`config.mk`:
```
export PLATFORM = sky130hd
export DESIGN_NAME = dotp_sequencer
export DESIGN_NICKNAME = d
export VERILOG_FILES = /design/src/rtl/dotp_pkg.sv /design/src/rtl/dotp_sequencer.sv
export SDC_FILE = /design/constraint.sdc
export NUM_CORES = 1
export LEC_CHECK = 0
export CORE_ASPECT_RATIO = 0.9
export CORE_MARGIN = 5
export CORE_UTILIZATION = 40
export DETAILED_ROUTE_END_ITERATION = 8
export PLACE_DENSITY = 0.88
export SETUP_SLACK_MARGIN = 0.05
export SLEW_MARGIN = 30
export SYNTH_ARGS = -nofsm -noshare
export SYNTH_HDL_FRONTEND = slang
export SYNTH_SLANG_ARGS = --single-unit
```
`constraint.sdc`:
```
create_clock -name clk -period 1.94 [get_ports clk]
set_input_delay 0.388 -clock clk [delete_from_list [all_inputs] [get_ports clk]]
set_output_delay 0.388 -clock clk [all_outputs]
set_load 0.01 [all_outputs]
```
`src/rtl/dotp_pkg.sv`:
```
// Shared types and constants for the dot-product sequencer: FSM state encoding,
// MAC operand/accumulator widths and the latched command record.
package dotp_pkg;

    localparam int CMD_ADDR_W = 6;
    localparam int MAC_DATA_W = 8;
    localparam int MAC_ACC_W  = 32;

    typedef enum logic [2:0] {
        IDLE,
        CLEAR,
        RUN,
        DRAIN,
        HOLD
    } state_e;

    typedef struct packed {
        logic [CMD_ADDR_W:0]   len;
        logic [CMD_ADDR_W-1:0] base_a;
        logic [CMD_ADDR_W-1:0] base_b;
    } cmd_t;

endpackage

```
`src/rtl/dotp_sequencer.sv`:
```
// Dot-product sequencer: streams operand pairs from two sync-read memories into an
// external MAC and returns the accumulator. Define DOTP_RELU_EN to clamp negative results to 0.
module dotp_sequencer
    import dotp_pkg::*;
#(
    // The latched command record is sized by CMD_ADDR_W; keep ADDR_W equal to it.
    parameter int ADDR_W = CMD_ADDR_W,
    parameter int DATA_W = MAC_DATA_W,
    parameter int ACC_W  = MAC_ACC_W
) (
    input  logic              clk,
    input  logic              rst_n,
    input  logic              cmd_valid,
    output logic              cmd_ready,
    input  logic [ADDR_W:0]   cmd_len,
    input  logic [ADDR_W-1:0] cmd_base_a,
    input  logic [ADDR_W-1:0] cmd_base_b,
    output logic              mem_rd_en,
    output logic [ADDR_W-1:0] mem_a_addr,
    output logic [ADDR_W-1:0] mem_b_addr,
    input  logic [DATA_W-1:0] mem_a_data,
    input  logic [DATA_W-1:0] mem_b_data,
    output logic              mac_enable,
    output logic              mac_clear,
    output logic [DATA_W-1:0] mac_a,
    output logic [DATA_W-1:0] mac_b,
    input  logic [ACC_W-1:0]  mac_acc,
    output logic              res_valid,
    input  logic              res_ready,
    output logic [ACC_W-1:0]  res_data
);

    localparam logic [ADDR_W:0]   LEN_ONE  = (ADDR_W+1)'(1);
    localparam logic [ADDR_W-1:0] ADDR_ONE = ADDR_W'(1);

    state_e            state_q, state_d;
    cmd_t              cmd_q, cmd_d;
    logic [ADDR_W-1:0] addr_a_q, addr_a_d;
    logic [ADDR_W-1:0] addr_b_q, addr_b_d;
    logic [ADDR_W:0]   issued_q, issued_d;
    logic              drain_left_q, drain_left_d;
    logic              mac_en_q;
    logic [ACC_W-1:0]  res_q, res_d;
    logic              rd_en;
    logic [ACC_W-1:0]  capture_val;

`ifdef DOTP_RELU_EN
    assign capture_val = mac_acc[ACC_W-1] ? '0 : mac_acc;
`else
    assign capture_val = mac_acc;
`endif

    always_comb begin
        state_d      = state_q;
        cmd_d        = cmd_q;
        addr_a_d     = addr_a_q;
        addr_b_d     = addr_b_q;
        issued_d     = issued_q;
        drain_left_d = drain_left_q;
        res_d        = res_q;
        rd_en        = 1'b0;
        case (state_q)
            IDLE: begin
                if (cmd_valid) begin
                    cmd_d.len    = cmd_len;
                    cmd_d.base_a = cmd_base_a;
                    cmd_d.base_b = cmd_base_b;
                    state_d      = CLEAR;
                end
            end
            CLEAR: begin
                // Element 0 is read straight from the bases; the counters carry on from base+1.
                rd_en        = (cmd_q.len != '0);
                addr_a_d     = cmd_q.base_a + ADDR_ONE;
                addr_b_d     = cmd_q.base_b + ADDR_ONE;
                issued_d     = LEN_ONE;
                // An empty vector has nothing in flight, so one drain cycle suffices.
                drain_left_d = (cmd_q.len != '0);
                state_d      = (cmd_q.len > LEN_ONE) ? RUN : DRAIN;
            end
            RUN: begin
                rd_en    = 1'b1;
                addr_a_d = addr_a_q + ADDR_ONE;
                addr_b_d = addr_b_q + ADDR_ONE;
                issued_d = issued_q + LEN_ONE;
                if (issued_q == cmd_q.len - LEN_ONE) begin
                    state_d = DRAIN;
                end
            end
            DRAIN: begin
                if (drain_left_q) begin
                    drain_left_d = 1'b0;
                end else begin
                    res_d   = capture_val;
                    state_d = HOLD;
                end
            end
            HOLD: begin
                if (res_ready) begin
                    state_d = IDLE;
                end
            end
            default: state_d = IDLE;
        endcase
    end

    always_ff @(posedge clk) begin
        if (!rst_n) begin
            state_q      <= IDLE;
            cmd_q        <= '0;
            addr_a_q     <= '0;
            addr_b_q     <= '0;
            issued_q     <= '0;
            drain_left_q <= 1'b0;
            mac_en_q     <= 1'b0;
            res_q        <= '0;
        end else begin
            state_q      <= state_d;
            cmd_q        <= cmd_d;
            addr_a_q     <= addr_a_d;
            addr_b_q     <= addr_b_d;
            issued_q     <= issued_d;
            drain_left_q <= drain_left_d;
            mac_en_q     <= rd_en;
            res_q        <= res_d;
        end
    end

    assign cmd_ready  = (state_q == IDLE);
    assign mac_clear  = (state_q == CLEAR);
    assign res_valid  = (state_q == HOLD);
    assign res_data   = res_q;
    assign mem_rd_en  = rd_en;
    assign mem_a_addr = (state_q == CLEAR) ? cmd_q.base_a : addr_a_q;
    assign mem_b_addr = (state_q == CLEAR) ? cmd_q.base_b : addr_b_q;
    assign mac_enable = mac_en_q;
    assign mac_a      = mac_en_q ? mem_a_data : '0;
    assign mac_b      = mac_en_q ? mem_b_data : '0;

endmodule
```
[Word-level counts from Yosys, hierarchy flattened]
Index checks and enable logic that the tools add are counted.
Storage, ports and cells
  register bits: 75
  input port bits: 71
  output and inout bits: 65
  word-level logic and storage cells: 49
Operators by class
  add/subtract/negate cells: 6
  magnitude comparators: 1
  equal/unequal tests: 9
  multiplexer cells: 15
  bitwise operators: 1
  reductions and logical operators: 7
Operators by type and width (number)
  adder 6 x 1 -> 6 bit (second input constant): 4
  one-hot mux 6 bit (2 select lines): 2
  2-to-1 mux 8 bit: 2
  one-hot mux 3 bit (5 select lines): 1
  one-hot mux 7 bit (2 select lines): 1
  2-to-1 mux 3 bit: 4
  2-to-1 mux 6 bit: 2
  adder 7 x 1 -> 7 bit (second input constant): 1
  equality test 7 bit: 1
  > comparator 7 x 1 -> 1 bit (second input constant): 1
  nonzero test 7 bit: 1
  subtractor 7 x 1 -> 7 bit (second input constant): 1
  equality test 3 x 2 -> 1 bit (second input constant): 2
  != test 2 bit (second input constant): 3
  one-hot mux 1 bit (2 select lines): 2
  AND reduction 2 bit: 2
  AND reduction 4 bit: 1
  nonzero test 2 bit: 2
  equality test 3 x 1 -> 1 bit (second input constant): 1
  equality test 3 bit (second input constant): 1
  logical NOT 3 bit: 1
  != test 2 x 1 -> 1 bit (second input constant): 1
  2-to-1 mux 1 bit: 1
  inverter 1 bit: 1

[Logic depth before layout (Yosys ltp)]
  depth in word-level cells: 4
  mapped depth: 12
  mapped depth without buffers: 9

[Worst setup path before layout]
Ideal clock, no wire load.
  path type: reg-to-reg
  from: reg state_q[0]
  to: reg addr_b_q[4]
  setup time: 0.132 ns
  data arrival time: 1.953 ns
  required time: 1.808 ns
  path slack: -0.146 ns
  cell stages (with the launch flop): 13
  buffers on the path: 4
  clock period less this slack: 2.086 ns
  cell sequence: dfxtp_1 -> buf_6 -> or3b_1 -> buf_6 -> buf_2 -> buf_2 -> nand2_1 -> nand2_1 -> ha_1 -> nand3_1 -> xnor2_1 -> a21oi_1 -> a21oi_1
On the way
  cells in the longest elaborated chain, start to end: 2
  elaborated cells on any way between the ends: 4
  those cells by class: 2 x eq/ne; 1 x mux; 1 x reduce/logical
RTL lines
  start: declaration: RTL line dotp_sequencer.sv:36  | state_e state_q, state_d;
  start signal: assignment: RTL line dotp_sequencer.sv:118  | state_q <= state_d;
  equality test 3 x 2 -> 1 bit / equality test 3 x 1 -> 1 bit (equally long branches): RTL line dotp_sequencer.sv:62  | case (state_q)
  one-hot mux 6 bit (2 select lines) / nonzero test 2 bit (equally long branches)
  end signal: assignment: RTL line dotp_sequencer.sv:121  | addr_b_q <= addr_b_d;
  end: declaration: RTL line dotp_sequencer.sv:39  | logic [ADDR_W-1:0] addr_b_q, addr_b_d;
Several ways; a longest one is shown, not always the timed one.
A chain may end at the register's enable or synchronous reset.

[Final worst setup path]
  from: reg state_q[2]
  to: out mem_b_addr[3]
On the way
  cells in the longest elaborated chain, start to end: 2
RTL lines
  equality test 3 x 1 -> 1 bit: RTL line dotp_sequencer.sv:135  | assign mem_b_addr = (state_q == CLEAR) ? cmd_q.base_b : addr_b_q;
  2-to-1 mux 6 bit: RTL line dotp_sequencer.sv:135
  end: declaration: RTL line dotp_sequencer.sv:20  | output logic [ADDR_W-1:0] mem_b_addr,
Every way passes these cells.

==> impl_metrics.ini <==
[synth]
syn_inst = 499
synth_most_common_cell = nand2_1
yosys.area.top_type = dfxtp_1
synth.avg_cell_area_um2 = 7.31
synth_common_cells = nand2_1 (173), dfxtp_1 (75), a21oi_1 (66)
synth_top_area_share_pct = 41.2
synth_seq_area_share_pct = 41.2
synth_fa_ha_area_share_pct = 2.06
syn_area_um2 = 3650
async_flop_share_pct = 0
synth_top_family_by_area = simple AND/OR/NAND/NOR gates
yosys.area_share.simple_pct = 30.7
synth_seq_cells = 75
synth-edff-count = 0
yosys_warnings = 0
synth_compound_area_share_pct = 18.5
ys.flop_type = dfxtp_1
yosys.cell_types.count = 54
synth-xor-area-share_pct = 2.64
synth_mux_area_share_pct = 0
synth_fp_nets = 576
netlist_top_cells_area = dfxtp_1 (41%), nand2_1 (18%), a21oi_1 (9.1%)

[detailed_routing]
drc = 0
wl_met2_um = 6660
detail_route.wl_per_cell_um = 17.2
drt_first_iter_violations = 443
vias = 4349
wirelength_um = 13500
first_pass_iters = 5
ant_nets = 0
maxUsedRoutingLayer = met4
routed_via_density = 5.52
wl_met1_um = 5000
dr_wl_met3_um = 1210

[finish]
fillers = 696
antennaDiodeCount = 0
nets = 738
drive_gt1_share_pct = 17.7
finalCoreUtilization_pct = 65.1
area_delta_synth_final_pct = 60.7

[place]
placement.io_buffers = 135
place_hpwl_um = 8760
routabilityCongestion = 0.862

[cts]
clk_path_buf_depth = 2
h-tree-depth = 3
postCtsHoldBufs = 0
clk_latency_ps = 370
clockRootBuffer = clkbuf_8
cts_buffers = 9
cts_tree = done
clk_pin_slew_ps = 80
cts_sinks = 75

[timing]
slew_headroom_pct = 59.7
tightest_slew_ps = 589
setup_viol = 16
setup_ws_ps = -110
rsz0062_at_grt = true
period_share_pct = 106
fin_tns_setup_ps = -980
clock.fmax_mhz = 488
hold_viol_final = 0
report.final.slew_viol_count = 0
skew_ps = 7.00
finalCriticalPeriod_ps = 2050

[grt]
overflow = 0
grt_pass1_vias = 4043
grt_pass1_wl_um = 19700
track_usage_pct = 21.6
grt_start_max_net_pins = 38
antenna_found_initial = 0

[critical_path]
worst_setup_path_end_kind = output port
critPathLaunch = state_q[2]
r2r-start = state_q[2]
worstSetupPathType = register to output port
cp.required_ps = 1550
start_kind = register
path_max_fanout = 4
regToRegSetupSlack_ps = -50
critPathArrivalTime_ps = 1660

[pwr]
ir_drop_uv = 495
power.density_nw_per_um2 = 1150
power_leakage_uw = 0.00250

[floorplanning]
rows = 33
core_um2 = 9000
fp.dieW_um = 111
io_pins = 136
dieArea_um2 = 11100
initial_utilization_pct = 40.5
die_y_um = 101

[status]
violations = setup timing
status = finished with violations

[flow_run]
cap_viol_max_count = 0

[min_path]
hold_class = register to register
hp-start = res_data[24]
worst max-delay path, cell delays in order, from the launching register on:
cell       delay [ps]
dfxtp_2           320
or3b_4            440
buf_6             150
clkbuf_16         140
nand2_2            60
nand2_1            50
buf_2             130
area by class of cell:
type                    instances  area, µm²  share of cell area [%]
flip-flops and latches         75       1510                    25.7
clock inverters                 5       77.6                    1.32
multi-input cells             387       2140                    36.5
clock buffers                  11        131                    2.24
well taps                     122        153                    2.60
repair buffers                182       1820                    31.1
inverters                       6       27.5                   0.470
registers in the layout, summed over array words and instances (netlist names):
register and count:
state_q 3, cmd_q 19, mac_enable 1, res_data 32, issued_q 7, addr_b_q 6, drain_left_q 1, addr_a_q 6
placed cells by master, fill, tap and decap left out, types with 6 or more instances in the layout:
cell             Yosys  layout
dlygate4sd2_1        0       7
dlymetal6s2s_1       0      10
buf_12               0       6
dfxtp_1             75      71
o21ai_0             14      10
nand3_1              9       7
clkbuf_8             0       9
nor3_1              10       8
xnor2_1              9       9
and2_1              19      19
buf_4                2      36
nand2_1            173     154
nand2_4              0       8
a21oi_1             66      66
clkdlybuf4s50_1      0     104
buf_6                2      11
nand2_2              0      11
and3_1               6       6
nor2_1              19      16
kinds of logic after synthesis:
| family | after synthesis |
|---|---|
| XOR/XNOR | 11 |
| adder cells (fa/ha/maj) | 6 |
| buffers and inverters | 37 |
| AND/OR/NAND/NOR | 256 |
| AO/OA/AOI/OAI | 114 |
| flip-flops | 75 |
path summary, 6_finish.rpt:
path | to | cells past startpoint
worst max register to register | addr_a_q[2] | 9
worst max-delay path | mem_b_addr[3] | 6
worst min-delay path | res_data[24] | 2
worst min register to register | res_data[24] | 2
power by group:
| group | leakage [µW] | internal, µW | switching [µW] |
|---|---|---|---|
| clock network | 0.000103 | 721 | 594 |
| logic | 0.00179 | 1630 | 1680 |
| registers | 0.000612 | 1810 | 302 |
| total | 0.00250 | 4160 | 2570 |
per-stage QoR:
stage	total power (µW)	cells	instance area (µm²)	hold slack, ps	setup WS (ps)
after global placement	4720	758	5320	441	-71.5
final	6730	788	5860	458	-110
after detailed placement	4820	758	5320	446	-78.0
after floorplan	3600	499	3700	456	23.7
after CTS	6250	779	5580	457	-142
after global routing	7090	788	5860	477	-152
per-layer routing:
layer  up-vias  GRT usage [%]
li1       2010              -
met1      1994           25.5
met4         0           9.75
met2       280           37.7
met5         -              0
met3        65           5.16
timing repair:
item / CTS / global route
setup buffers: 4 / 7
endpoints found under the setup margin: 37 / 37
pin swaps: 2 / 16
resized for setup: 73 / 62
gates cloned: 1 / 3
(Power assumes the default switching activity.)
